`config.mk`:
```
export PLATFORM = sky130hd
export DESIGN_NAME = mem_bridge
export DESIGN_NICKNAME = d
export VERILOG_FILES = /design/src/rtl/mem_bridge.sv
export SDC_FILE = /design/constraint.sdc
export NUM_CORES = 1
export LEC_CHECK = 0
export CAP_MARGIN = 20
export CELL_PAD_IN_SITES_DETAIL_PLACEMENT = 1
export CELL_PAD_IN_SITES_GLOBAL_PLACEMENT = 1
export CORE_AREA = 5 5 88 90
export DETAILED_ROUTE_END_ITERATION = 8
export DIE_AREA = 0 0 93 95
export PLACE_DENSITY_LB_ADDON = 0.1
export SYNTH_ARGS = -nofsm -noshare
export SYNTH_HDL_FRONTEND = slang
export SYNTH_SLANG_ARGS = --single-unit
```
`constraint.sdc`:
```
create_clock -name clk -period 2.4 [get_ports clk]
set_input_delay 0.48 -clock clk [delete_from_list [all_inputs] [get_ports clk]]
set_output_delay 0.48 -clock clk [all_outputs]
set_load 0.03 [all_outputs]
```
`src/rtl/mem_bridge.sv`:
```
// 16-bit word front end for the 8-bit ram: splits each request into a low then high byte access.
// Optional MEM_BRIDGE_ALIGN_CHECK_EN rejects odd addresses with a done+err pulse and no RAM access.
module mem_bridge #(
  parameter int size_addr = 8
) (
  input  logic                 clk,
  input  logic                 reset,
  input  logic                 req,
  input  logic                 we,
  input  logic [size_addr-1:0] addr,
  input  logic [15:0]          wdata,
  output logic [15:0]          rdata,
  output logic                 busy,
  output logic                 done,
  output logic                 err,
  output logic                 ram_read,
  output logic                 ram_write,
  output logic [size_addr-1:0] ram_addr,
  output logic [7:0]           ram_din,
  input  logic [7:0]           ram_dout,
  input  logic                 ram_ready_r,
  input  logic                 ram_ready_w
);

  typedef enum logic [2:0] {
    S_IDLE,
    S_ISSUE_LO,
    S_WAIT_LO,
    S_ISSUE_HI,
    S_WAIT_HI
  } state_t;

  state_t               state_q, state_d;
  logic                 we_q, we_d;
  logic [size_addr-1:0] addr_hi_q, addr_hi_d;
  logic [7:0]           wdata_hi_q, wdata_hi_d;
  logic [15:0]          rdata_q, rdata_d;
  logic                 busy_q, busy_d;
  logic                 done_q, done_d;
  logic                 ram_read_q, ram_read_d;
  logic                 ram_write_q, ram_write_d;
  logic [size_addr-1:0] ram_addr_q, ram_addr_d;
  logic [7:0]           ram_din_q, ram_din_d;
  logic                 misaligned;
  logic                 ready;

`ifdef MEM_BRIDGE_ALIGN_CHECK_EN
  logic err_q, err_d;
  assign misaligned = addr[0];
  assign err        = err_q;
`else
  assign misaligned = 1'b0;
  assign err        = 1'b0;
`endif

  // The acknowledge that matters depends on the latched direction, not the live input.
  assign ready = we_q ? ram_ready_w : ram_ready_r;

  always_comb begin
    state_d     = state_q;
    we_d        = we_q;
    addr_hi_d   = addr_hi_q;
    wdata_hi_d  = wdata_hi_q;
    rdata_d     = rdata_q;
    busy_d      = busy_q;
    done_d      = 1'b0;
    ram_read_d  = 1'b0;
    ram_write_d = 1'b0;
    ram_addr_d  = ram_addr_q;
    ram_din_d   = ram_din_q;
`ifdef MEM_BRIDGE_ALIGN_CHECK_EN
    err_d       = 1'b0;
`endif
    case (state_q)
      S_IDLE: begin
        if (req && misaligned) begin
          done_d = 1'b1;
`ifdef MEM_BRIDGE_ALIGN_CHECK_EN
          err_d  = 1'b1;
`endif
        end else if (req) begin
          state_d     = S_ISSUE_LO;
          we_d        = we;
          addr_hi_d   = addr + size_addr'(1);
          wdata_hi_d  = wdata[15:8];
          busy_d      = 1'b1;
          ram_read_d  = ~we;
          ram_write_d = we;
          ram_addr_d  = addr;
          if (we) ram_din_d = wdata[7:0];
        end
      end
      S_ISSUE_LO: state_d = S_WAIT_LO;
      S_WAIT_LO: begin
        if (ready) begin
          if (!we_q) rdata_d[7:0] = ram_dout;
          state_d     = S_ISSUE_HI;
          ram_read_d  = ~we_q;
          ram_write_d = we_q;
          ram_addr_d  = addr_hi_q;
          if (we_q) ram_din_d = wdata_hi_q;
        end
      end
      S_ISSUE_HI: state_d = S_WAIT_HI;
      S_WAIT_HI: begin
        if (ready) begin
          if (!we_q) rdata_d[15:8] = ram_dout;
          state_d = S_IDLE;
          busy_d  = 1'b0;
          done_d  = 1'b1;
        end
      end
      default: state_d = S_IDLE;
    endcase
  end

  always_ff @(posedge clk) begin
    if (reset) begin
      state_q     <= S_IDLE;
      we_q        <= 1'b0;
      addr_hi_q   <= '0;
      wdata_hi_q  <= '0;
      rdata_q     <= '0;
      busy_q      <= 1'b0;
      done_q      <= 1'b0;
      ram_read_q  <= 1'b0;
      ram_write_q <= 1'b0;
      ram_addr_q  <= '0;
      ram_din_q   <= '0;
`ifdef MEM_BRIDGE_ALIGN_CHECK_EN
      err_q       <= 1'b0;
`endif
    end else begin
      state_q     <= state_d;
      we_q        <= we_d;
      addr_hi_q   <= addr_hi_d;
      wdata_hi_q  <= wdata_hi_d;
      rdata_q     <= rdata_d;
      busy_q      <= busy_d;
      done_q      <= done_d;
      ram_read_q  <= ram_read_d;
      ram_write_q <= ram_write_d;
      ram_addr_q  <= ram_addr_d;
      ram_din_q   <= ram_din_d;
`ifdef MEM_BRIDGE_ALIGN_CHECK_EN
      err_q       <= err_d;
`endif
    end
  end

  assign rdata     = rdata_q;
  assign busy      = busy_q;
  assign done      = done_q;
  assign ram_read  = ram_read_q;
  assign ram_write = ram_write_q;
  assign ram_addr  = ram_addr_q;
  assign ram_din   = ram_din_q;

endmodule

```
==> results.tsv <==
stage	metric	value	unit
floorplanning	row_count	31	
detailed_routing	routed_wl	6.60	mm
sta	min_period	1.94	ns
sta	maxSlewHeadroom	43.8	%
detailed_routing	avgViaCountPerCell	5.21	
synth	synth.area.top_cells	dfxtp_1 (45%), a21oi_1 (7.3%), a211oi_1 (6.4%)	
sta	setup_viol	0	
synth	yosysTopAreaCell	dfxtp_1	
cells_and_area	final_common_cell	clkdlybuf4s50_1	
sta	max_freq	0.515	GHz
power_and_ir_drop	power.switching	682	uW
placed_design	portBuffers	73	
power_and_ir_drop	swShare	30.6	%
global_route	overflow	0	
worst_setup_path	crit_fanout	16	
synth	yosys_warnings	0	
cells_and_area	insertedDiodeCount	0	
cts	hold_buffers	0	
cts	cts.clk_slew.worst_paths	0.10	ns
sta	slew_violations	0	
synth	syn-num-nets	312	
global_route	grt.busiest_layer	met2	
cts	cts_setup_buffers	0	
status	outcome	finished clean	
floorplanning	pin_count	75	
synth	synth-seq-area-share	45.5	%
cts	cts_htree_levels	2	
global_route	gr-usage-all-layers	15.5	%
floorplanning	initial_core_util	35.3	%
global_route	grt_pass1_vias	2264	
synth	yosysTopAreaCellShare	45.5	%
power_and_ir_drop	power_frac_seq	49.0	%
cts	clock_latency	0.30	ns
cts	cts-root-buf	clkbuf_8	
detailed_routing	firstDrtPassIters	4	
synth	synthFlopType	dfxtp_1	
power_and_ir_drop	p_leak	0.00115	uW
cells_and_area	final_core_util	47.6	%
synth	synth_cell_types	39	
worst_setup_path	path_class	reg2reg	
global_route	grt_max_degree	28	
cells_and_area	nFillCells	824	
sta	clock_skew	0.00671	ns
detailed_routing	drt_iter0_markers	54	
power_and_ir_drop	ir_worst_vdd	256	uV
floorplanning	chipHeight	95	um
cts	cts_num_sinks	56	
cts	cts_tree	yes	
cts	cts_buffers	5	
worst_setup_path	crit_arrival	2.12	ns
global_route	grtUsageMet1	20.5	%
cells_and_area	synthToLayoutAreaGrowth	34.8	%
cells_and_area	multi_input_area	0.00117	sq mm
cells_and_area	mostFrequentLayoutCells	clkdlybuf4s50_1 (72), dfxtp_1 (56), a21oi_1 (36)	
global_route	use_met2	26.4	%
sta	rsz0062_at_grt	false	
power_and_ir_drop	p_int	1540	uW
synth	synth_cells	273	
floorplanning	placeableCoreArea	0.00698	sq mm
cts	cts_max_path_buffers	2	
placed_design	place_congestion	0.742	
power_and_ir_drop	powerDensity	670	mW/mm^2
floorplanning	die_area	0.00884	sq mm
placed_design	hpwl	4.94	mm
cells_and_area	drive_gt1_share	8.90	%
synth	avgSynthCellArea	9.03	sq um
sta	worst_slew_pin_slew	0.842	ns
worst_setup_path	cp_data_required_time	2.58	ns
synth	async_reset_ff_share	0	%
global_route	use_met3	2.87	%
floorplanning	die-width	93	um
flow_run	cap_violations	0	
cts	ctsResizeCount	0	
global_route	antenna_found_initial	0	
power_and_ir_drop	combPwrFrac	26.5	%
cells_and_area	nets	376	
sta	tns	0	ns
synth	ys_ff_latch	56	
power_and_ir_drop	pwr-share-clk	24.6	%
synth	synth_area	0.00247	sq mm
global_route	grt_pass1_wl	11.0	mm
sta	fin_crit_sh	80.9	%
detailed_routing	num_vias	2182	
detailed_routing	route.detailed.drc	0	
detailed_routing	wire_per_inst	15.7	um
sta	hold_violations	0	
synth	synth_enable_flop_cells	0	
cells_and_area	regArea	0.00112	sq mm
detailed_routing	ant_nets	0	
min_path	hold_class	reg2reg	
worst_setup_path	worst_setup_path_start_kind	flop	
worst_setup_path	endpoint_kind	flop	
-- cells by family (layout without fill, tap and decap cells) --
kind of cell    after synthesis  in the layout  share of synthesized area (%)
xor+xnor                      4              4                           1.42
simple gates                 72             72                           17.1
mux                           9              9                           4.06
other cells                   1              1                          0.152
buf+inv                      39            103                           7.26
compound gates               91             91                           24.0
fa+ha+maj                     1              1                          0.507
flops                        56             56                           45.5
-- worst max-delay path, stage by stage (launching register included) --
cell and delay (ns):
dfxtp_1 0.89, buf_4 0.27, mux2_2 0.33, a211oi_1 0.25, a211oi_1 0.08
-- power groups by stage --
stage               clock [uW]  combinational [uW]  sequential [uW]
global placement             0                 588             1110
global route               603                 642             1110
finish                     547                 589             1090
CTS                        573                 598             1090
floorplan                    0                 305             1170
detailed placement           0                 596             1110
-- worst paths after layout --
path	start	end	slack (ns)	depth (start not counted)
worst min register to register	wdata_hi_q[0]	wdata_hi_q[0]	0.46	2
worst max register to register	state_q[1]	ram_din[3]	0.46	4
worst min-delay path	wdata_hi_q[0]	wdata_hi_q[0]	0.46	2
worst max-delay path	state_q[1]	ram_din[3]	0.46	4
-- Yosys cell counts, types with 3 or more instances --
library cell	n
dfxtp_1	56
a21oi_1	36
nand2_1	22
a211oi_1	21
nand3_1	21
o21ai_0	17
inv_1	16
clkbuf_1	9
buf_2	8
mux2_2	8
nor2_1	8
o221a_1	8
buf_4	4
xnor2_1	4
a311oi_1	3
nor3_1	3
-- sequential cells by signal (all words and copies together) (netlist names) --
signal / count
rdata: 16
addr_hi_q: 8
ram_addr: 8
ram_din: 8
wdata_hi_q: 8
state_q: 3
busy: 1
done: 1
ram_read: 1
ram_write: 1
we_q: 1
-- through the flow --
step                instances  hold slack, ns  setup WS, ns  cell area [sq um]  total power [uW]
global route              419           0.491         0.309               3320              2350
floorplan                 273           0.433         0.946               2470              1470
detailed placement        412           0.447         0.327               3230              1710
global placement          412           0.443         0.351               3230              1700
CTS                       419           0.462         0.457               3320              2260
finish                    419           0.461         0.459               3320              2230
-- layout make-up --
| class | instances | area share, % |
|---|---|---|
| tap | 82 | 3.09 |
| clock buffer | 7 | 2.90 |
| sequential | 56 | 33.7 |
| multi-input combinational | 178 | 35.1 |
| timing repair buffer | 80 | 23.4 |
| inverter | 16 | 1.81 |
-- per-layer routing --
| metal | share of wire, % | up-vias |
|---|---|---|
| met2 | 47 | 52 |
| met1 | 48 | 1032 |
| met3 | 4.4 | 2 |
| li1 | - | 1096 |
| met5 | 0 | - |
| met4 | 0.45 | 0 |
Power figures use the tool's default switching activity.
